[src/rtl/x_uart_rx_cfg_if.sv]
// x_uart_rx_cfg_if: serial line in, received word and status out
interface x_uart_rx_cfg_if #(parameter int p_data_bits = 8);
  logic i_rx;
  logic o_valid;
  logic [p_data_bits-1:0] o_data;
  logic o_parity_err;
  logic o_frame_err;
  logic o_break;
  modport master(input i_rx, output o_valid, o_data, o_parity_err, o_frame_err, o_break);
  modport slave(output i_rx, input o_valid, o_data, o_parity_err, o_frame_err, o_break);
endinterface

[src/rtl/x_uart_rx_cfg.sv]
// x_uart_rx_cfg: UART receiver, 5-9 data bits, none/even/odd parity, 1-2 stop bits
// X_UART_RX_CFG_MAJORITY_EN: sample points vote 2-of-3 over p2/p3/p4 to reject one-cycle glitches
module x_uart_rx_cfg #(
  parameter int p_clk_hz = 12000000,
  parameter int p_baud = 115200,
  parameter int p_data_bits = 8,
  parameter int p_parity = 0,
  parameter int p_stop_bits = 1
) (
  input logic i_clk,
  input logic i_rst,
  x_uart_rx_cfg_if.master bus
);
  localparam int T = p_clk_hz / p_baud;
  localparam int TW = $clog2(T + 1);
  typedef enum logic [2:0] {IDLE, START, DATA, PARITY, STOP, WAIT_HI} state_t;
  state_t st, nxt;
  logic p1, p2, p3, s, fall, wrap, last, par, fe, st0_lo, fs_lo, perr, brk;
  logic [TW-1:0] tmr;
  logic [3:0] idx;
  logic [p_data_bits-1:0] sh;
`ifdef X_UART_RX_CFG_MAJORITY_EN
  logic p4;
  always_ff @(posedge i_clk or posedge i_rst)
    if (i_rst) {p1, p2, p3, p4} <= '1;
    else {p1, p2, p3, p4} <= {bus.i_rx, p1, p2, p3};
  assign s = (p2 & p3) | (p2 & p4) | (p3 & p4);
`else
  always_ff @(posedge i_clk or posedge i_rst)
    if (i_rst) {p1, p2, p3} <= '1;
    else {p1, p2, p3} <= {bus.i_rx, p1, p2};
  assign s = p2;
`endif
  assign fall = !p2 && p3;
  // START runs a half bit so every later sample lands mid-bit
  assign wrap = tmr == TW'(st == START ? T / 2 - 1 : T - 1);
  assign last = idx == 4'(st == STOP ? p_stop_bits - 1 : p_data_bits - 1);
  assign fs_lo = idx == '0 ? !s : st0_lo;
  assign perr = (p_parity != 0) && ((^sh ^ par) ^ (p_parity == 2));
  assign brk = (sh == '0) && ((p_parity == 0) || !par) && fs_lo;
  always_ff @(posedge i_clk or posedge i_rst)
    if (i_rst) tmr <= '0;
    else tmr <= (st == IDLE || wrap) ? '0 : tmr + TW'(1);
  always_ff @(posedge i_clk or posedge i_rst)
    if (i_rst) st <= IDLE;
    else st <= nxt;
  always_comb begin
    nxt = st;
    case (st)
      IDLE: nxt = fall ? START : IDLE;
      START: nxt = !wrap ? START : s ? IDLE : DATA;
      DATA: nxt = !(wrap && last) ? DATA : (p_parity != 0) ? PARITY : STOP;
      PARITY: nxt = wrap ? STOP : PARITY;
      STOP: nxt = !(wrap && last) ? STOP : s ? IDLE : WAIT_HI;
      WAIT_HI: nxt = s ? IDLE : WAIT_HI;
      default: nxt = IDLE;
    endcase
  end
  always_ff @(posedge i_clk or posedge i_rst)
    if (i_rst) begin
      idx <= '0;
      sh <= '0;
      par <= 1'b0;
      fe <= 1'b0;
      st0_lo <= 1'b0;
      bus.o_valid <= 1'b0;
      bus.o_data <= '0;
      bus.o_parity_err <= 1'b0;
      bus.o_frame_err <= 1'b0;
      bus.o_break <= 1'b0;
    end else begin
      bus.o_valid <= 1'b0;
      if (wrap && st == START) begin
        idx <= '0;
        fe <= 1'b0;
      end
      if (wrap && st == DATA) begin
        sh <= {s, sh[p_data_bits-1:1]};
        idx <= last ? '0 : idx + 4'd1;
      end
      if (wrap && st == PARITY) par <= s;
      if (wrap && st == STOP) begin
        idx <= idx + 4'd1;
        fe <= fe | !s;
        if (idx == '0) st0_lo <= !s;
        if (last) begin
          bus.o_valid <= 1'b1;
          bus.o_data <= sh;
          bus.o_parity_err <= perr;
          bus.o_frame_err <= fe | !s;
          bus.o_break <= brk;
        end
      end
    end
endmodule

[src/flat_wrapper.sv]
// flat-port wrapper written by rule: the top's interface ports become plain ports
module x_uart_rx_cfg_flat 
#(
  parameter int p_clk_hz = 12000000,
  parameter int p_baud = 115200,
  parameter int p_data_bits = 8,
  parameter int p_parity = 0,
  parameter int p_stop_bits = 1
)
  (i_clk, i_rst, bus_i_rx, bus_o_valid, bus_o_data, bus_o_parity_err, bus_o_frame_err, bus_o_break);
  x_uart_rx_cfg_if #(.p_data_bits(p_data_bits)) bus_i ();
  input logic i_clk;
  input logic i_rst;
  input wire logic [$bits(bus_i.i_rx)-1:0] bus_i_rx;
  output wire logic [$bits(bus_i.o_valid)-1:0] bus_o_valid;
  output wire logic [$bits(bus_i.o_data)-1:0] bus_o_data;
  output wire logic [$bits(bus_i.o_parity_err)-1:0] bus_o_parity_err;
  output wire logic [$bits(bus_i.o_frame_err)-1:0] bus_o_frame_err;
  output wire logic [$bits(bus_i.o_break)-1:0] bus_o_break;
  assign bus_i.i_rx = bus_i_rx;
  assign bus_o_valid = bus_i.o_valid;
  assign bus_o_data = bus_i.o_data;
  assign bus_o_parity_err = bus_i.o_parity_err;
  assign bus_o_frame_err = bus_i.o_frame_err;
  assign bus_o_break = bus_i.o_break;
  x_uart_rx_cfg #(.p_clk_hz(p_clk_hz), .p_baud(p_baud), .p_data_bits(p_data_bits), .p_parity(p_parity), .p_stop_bits(p_stop_bits)) u_core (.i_clk(i_clk), .i_rst(i_rst), .bus(bus_i));
endmodule
[config.mk]
export PLATFORM = sky130hd
export DESIGN_NAME = x_uart_rx_cfg_flat
export DESIGN_NICKNAME = d
export VERILOG_FILES = /design/src/rtl/x_uart_rx_cfg_if.sv /design/src/rtl/x_uart_rx_cfg.sv /design/src/flat_wrapper.sv
export SDC_FILE = /design/constraint.sdc
export NUM_CORES = 1
export LEC_CHECK = 0
export ABC_AREA = 1
export BUFFER_PORTS_ARGS = -buffer_cell sky130_fd_sc_hd__buf_2
export CORE_MARGIN = 2
export CORE_UTILIZATION = 59
export CTS_CLUSTER_DIAMETER = 30
export CTS_CLUSTER_SIZE = 8
export DETAILED_ROUTE_END_ITERATION = 16
export GPL_ROUTABILITY_DRIVEN = 1
export GPL_TIMING_DRIVEN = 0
export PLACE_DENSITY = 0.79
export SLEW_MARGIN = 10
export SYNTH_ARGS = -nofsm -noshare
export SYNTH_HDL_FRONTEND = slang
export SYNTH_SLANG_ARGS = --single-unit
[constraint.sdc]
create_clock -name i_clk -period 2 [get_ports i_clk]
set_input_delay 0.1 -clock i_clk [delete_from_list [all_inputs] [get_ports i_clk]]
set_output_delay 0.1 -clock i_clk [all_outputs]
set_load 0.05 [all_outputs]
# Yosys cells after proc, flatten, opt, wreduce, memory -nomap -nowiden
# Index checks and enable logic that the tools add are counted.
[word_totals]
ff_bits = 38
inputBits = 3
out_inout_bits = 12
elab_cells = 57
[classes]
n_addsub = 2
eq_ne = 7
n_mux = 20
bitwise_logic = 1
reduce_logical = 14
[ops]
columns = ["op", "n"]
rows = [
  ["3-bit 2-to-1 mux", 6],
  ["3-bit one-hot mux with 6 select lines", 1],
  ["4-bit 2-to-1 mux", 4],
  ["7-bit 2-to-1 mux", 2],
  ["8-bit logical NOT", 1],
  ["7-bit by 1-bit adder with 7-bit output, second input constant", 1],
  ["7-bit == test", 1],
  ["3-bit by 2-bit == test with 1-bit output, second input constant", 2],
  ["3-bit == test, second input constant", 2],
  ["1-bit logical AND", 6],
  ["1-bit 2-to-1 mux", 6],
  ["4-bit by 1-bit adder with 4-bit output, second input constant", 1],
  ["4-bit == test", 1],
  ["4-bit logical NOT", 1],
  ["3-bit by 1-bit == test with 1-bit output, second input constant", 1],
  ["3-bit logical NOT", 1],
  ["3-bit nonzero test", 1],
  ["2-bit 2-to-1 mux", 1],
  ["2-bit AND reduction", 1],
  ["2-bit nonzero test", 1],
  ["1-bit logical NOT", 1],
  ["1-bit logical OR", 1],
  ["1-bit OR", 1],
]

# Logic depth before layout (Yosys ltp)
[depth]
ltp_word = 7
depth_mapped = 10
ltp_nobuf = 10

# Least setup slack after synthesis
# Ideal clock, no wire load.
[synth_timing]
path_type = "register to register"
startpoint = "register u_core.tmr[0]"
endpoint = "register u_core.tmr[2]"
setup_ns = 0.080
arrival_ns = 1.400
required_ns = 1.920
path_slack_ns = 0.520
stages_incl_launch_ff = 8
path_buffers = 1
synth_period_minus_slack_ns = 1.480
path_cell_list = "dfrtp_1 -> ha_1 -> and3_2 -> nand2_4 -> nor2_8 -> or2_1 -> buf_6 -> nor3_2"
[synth_between]
elab_chain_len = 3
elab_cells_between_ends = 4
cone_classes = "add/sub: 1; eq/ne: 1; mux: 1; reduce/logical: 1"
[synth_lines]
columns = ["item", "line", "rtl"]
rows = [
  ["start: declaration", "x_uart_rx_cfg.sv:19", "logic [TW-1:0] tmr;"],
  ["start signal: assignment", "x_uart_rx_cfg.sv:43", "else tmr <= (st == IDLE || wrap) ? '0 : tmr + TW'(1);"],
  ["parallel branches: the longest is 2 deep, another holds 7-bit by 1-bit adder with 7-bit output", "n/a", ""],
  ["7-bit 2-to-1 mux (*)", "x_uart_rx_cfg.sv:43", ""],
]
# Every way passes the cells marked *.
# A chain may end at the register's enable or synchronous reset.

# Worst setup path in the final report
[layout_timing]
startpoint = "register u_core.st[2]"
endpoint = "register u_core.sh[4]"
[layout_between]
elab_chain_len = 4
elab_cells_between_ends = 5
cone_classes = "eq/ne: 3; mux: 1; reduce/logical: 1"
[layout_lines]
columns = ["item", "line", "rtl"]
rows = [
  ["start: declaration", "x_uart_rx_cfg.sv:17", "state_t st, nxt;"],
  ["start signal: assignment", "x_uart_rx_cfg.sv:46", "else st <= nxt;"],
  ["3-bit by 1-bit == test with 1-bit output", "x_uart_rx_cfg.sv:36", "assign wrap = tmr == TW'(st == START ? T / 2 - 1 : T - 1);"],
  ["7-bit 2-to-1 mux", "x_uart_rx_cfg.sv:36", ""],
  ["7-bit == test", "x_uart_rx_cfg.sv:36", ""],
  ["1-bit logical AND (*)", "x_uart_rx_cfg.sv:77", "if (wrap && st == DATA) begin"],
  ["end signal: assignment", "x_uart_rx_cfg.sv:78", "sh <= {s, sh[p_data_bits-1:1]};"],
  ["end: declaration", "x_uart_rx_cfg.sv:21", "logic [p_data_bits-1:0] sh;"],
]
# Every way passes the cells marked *; elsewhere a longest branch is shown, timed or not.

==> key figures <==
Synthesis
  – Cell variety after synth: 32
  – Number of enable flip-flop cells after synthesis: 0
  – Synth area leader: dfrtp_1
  – YS warnings: 0
  – Post-synth ARST share: 100%
  – Synthesized area: 0.00196 mm2
  – Count leader, synth: nand2_1
  – Register area share after synthesis: 48.8%
  – Synthesized area per cell: 8.89 um2
  – Post-synthesis cell count: 220
  – Top FF cell, synth: dfrtp_1
  – Post-synth top cells: nand2_1 (43), dfrtp_1 (35), inv_1 (27)
  – Top post-synthesis cells by area: dfrtp_1 (45%), nand2_1 (8.2%), inv_1 (5.2%), nor2_1 (4.2%), dfstp_2 (4.0%)
  – Synthesized Nets: 226
  – Synthesis-stage register bit count: 38
  – Post-synth top area share: 44.8%

STA
  – Setup TNS: 0 ps
  – Relative slew slack: 48.1%
  – Final period util: 83.2%
  – Final Max Slew Viols: 0
  – Min cycle time layout: 1660 ps
  – Final hold violation count: 0
  – RSZ-0062 raised after global routing: no
  – Fin Clk Skew: 3.60 ps
  – Fmax: 601 MHz
  – Final Setup Violations: 0
  – Worst Tran Pin Value: 778 ps

Pwr
  – PD cells: 776 mW/mm2
  – Power, Total: 0.00168 W
  – Peak supply drop: 656 uV
  – Leakage: 1.13 nW

Cells and area
  – P&R area growth vs syn: 10.4%
  – Net count, final: 248
  – Final core occ: 69.6%
  – Final Cell Area: 0.00216 mm2
  – Layout cells sized above 1: 29.2%
  – # diodes: 0

Hold path
  – Hold Path Cell Cnt: 0
  – Hold Path Class: register to register

Critical path
  – Reg2reg start: u_core.st[2]$_DFF_PP0_
  – CP Launch Point: u_core.st[2]$_DFF_PP0_
  – Crit start category: register
  – WS Path Type: register to register
  – FF-to-FF End: u_core.sh[4]$_DFFE_PP0P_
  – FF-to-FF path depth: 5
  – Max FO, Critical Path: 10
  – Reg-to-reg setup timing slack: 340 ps
  – CP Capture Type: register
  – Crit path arrival time: 1900 ps
  – Worst Path Required: 2230 ps
  – CP Capture Point: u_core.sh[4]$_DFFE_PP0P_

Global route
  – Vias in the first global route: 1351
  – First-pass GRT wire length: 6000 um
  – Initial antenna violation count: 0
  – Grt ovf: 0
  – Pin count of the biggest net entering global routing: 39
  – Gr usage total: 22.0%

Route
  – Total wire length: 3420 um
  – First-pass detailed-route iteration total: 4
  – Vias: 1428
  – Remaining antenna violation count after routing: 0
  – DRC: 0
  – DRT iter0 DRCs: 70
  – Wirelength per Cell: 11.9 um
  – DR vias/cell: 4.98

Place
  – PortBufs: 13
  – Placed Area: 0.00208 mm2
  – HPWL after detailed placement: 2460 um
  – Placer Congestion: 0.795

Job
  – Max-capacitance violation count: 0

Clock tree
  – TritonCTS buffer count: 5
  – Clock sink total: 38
  – CTS tree: done
  – Clk buf depth: 2
  – Clock latency on the worst-skew pair: 350 ps
  – Clock-pin slew on the worst setup and hold paths: 110 ps
  – Root buffer cell: clkbuf_4
  – CTS H-tree depth: 2

Floorplan
  – Initial Utilization: 63.1%
  – Die area: 0.00379 mm2
  – Placeable Area: 0.00310 mm2
  – Chip height: 61.6 um
  – I/O pins: 15
  – Die W: 61.6 um
  – Row cnt: 20

Status
  – Status: finished, final reports clean
[cell usage in the layout, fill, tap and decap left out]
master         Yosys  routed
dlygate4sd3_1      0       2
nor3_1             5       5
buf_2              1      14
dfrtp_1           35      35
a21oi_4            1       1
xor2_1             4       4
inv_4              1       1
o31ai_1            1       1
o21ai_2            8       8
clkbuf_8           0       1
clkbuf_1           1       1
or2_1              1       1
inv_1             27      26
nor2_1            22      22
nand4_1            2       2
nand3_2            3       3
and3_2             1       1
nand2_4            2       2
nand2_1           43      43
clkinvlp_4         0       1
o21ai_0           10      10
buf_6              2       2
buf_4              1       1
nor3_2             3       3
clkbuf_4           0       5
clkinv_2           0       1
conb_1             1       1
nor2_2             6       6
a21oi_1            4       4
inv_2              3       4
nor2_8             1       1
nand3_1           12      12
ha_1               3       3
nand3_4            2       2
nor2_4             1       1
dfstp_2            3       3
nand2_2           10      10
[report_power, final]
part           switching (W)  total [W]  internal [W]
clock               0.000261   0.000430      0.000169
sequential         0.0000639   0.000894      0.000831
combinational       0.000217   0.000353      0.000136
[layout make-up]
class	instances	area (um2)
buffer	5	38.8
clock buffer	6	51.3
clock inverter	2	12.5
fill	270	942
inverter	31	119
multi-input combinational	146	845
sequential	38	955
tap	44	55.1
timing repair buffer	15	85.1
[how the worst min path moves through the flow]
| stage | start | endpoint | slack (ps) |
|---|---|---|---|
| global placement | bus_i_rx | u_core.p1$_DFF_PP1_ | 210 |
| finish | u_core.p1$_DFF_PP1_ | u_core.p2$_DFF_PP1_ | 370 |
| floorplan | bus_i_rx | u_core.p1$_DFF_PP1_ | 100 |
| CTS | bus_i_rx | u_core.p1$_DFF_PP1_ | 370 |
| global route | u_core.p1$_DFF_PP1_ | u_core.p2$_DFF_PP1_ | 380 |
| detailed placement | bus_i_rx | u_core.p1$_DFF_PP1_ | 210 |
[worst max-delay path: stages (launching register included)]
cell      delay (ps)
dfrtp_1          480
nor3_1           460
nand4_1          200
clkbuf_1         240
nand2_1           90
o21ai_0           80
[layer usage]
metal	routed length (um)	global-route usage, %	share of wire, %
met5	0	0	0
met4	65	10.9	1.9
met3	85	3.99	2.5
met2	1570	32.9	46
met1	1700	30.8	50
[state kept, by name, summed over array words and instances, names as in the netlist, 3 cells and up]
name and cells:
u_core.bus.o_data 8, u_core.st 3, u_core.sh 8, u_core.idx 4, u_core.tmr 7
[logic make-up after synthesis]
group / after synthesis / share of synthesized area [%]
flops: 38 / 48.8
buf+inv: 36 / 8.06
xor+xnor: 4 / 1.79
fa+ha+maj: 3 / 1.92
simple gates: 114 / 30.9
other cells: 1 / 0.192
compound gates: 24 / 8.38
[stage by stage]
stage                     cells  worst slack (ps)  hold slack [ps]
final                       287               336              366
after global routing        287               181              376
after floorplan             220               520              104
after CTS                   287               348              368
after global placement      277               417              206
after detailed placement    277               385              207
[what timing repair did]
| action | CTS | global route |
|---|---|---|
| buffers inserted | 0 | 0 |
| endpoints found under the hold margin | 36 | 0 |
| gates resized for setup | 0 | 0 |
| hold buffers | 2 | 0 |
No activity file was read; power rests on OpenSTA's default activity.
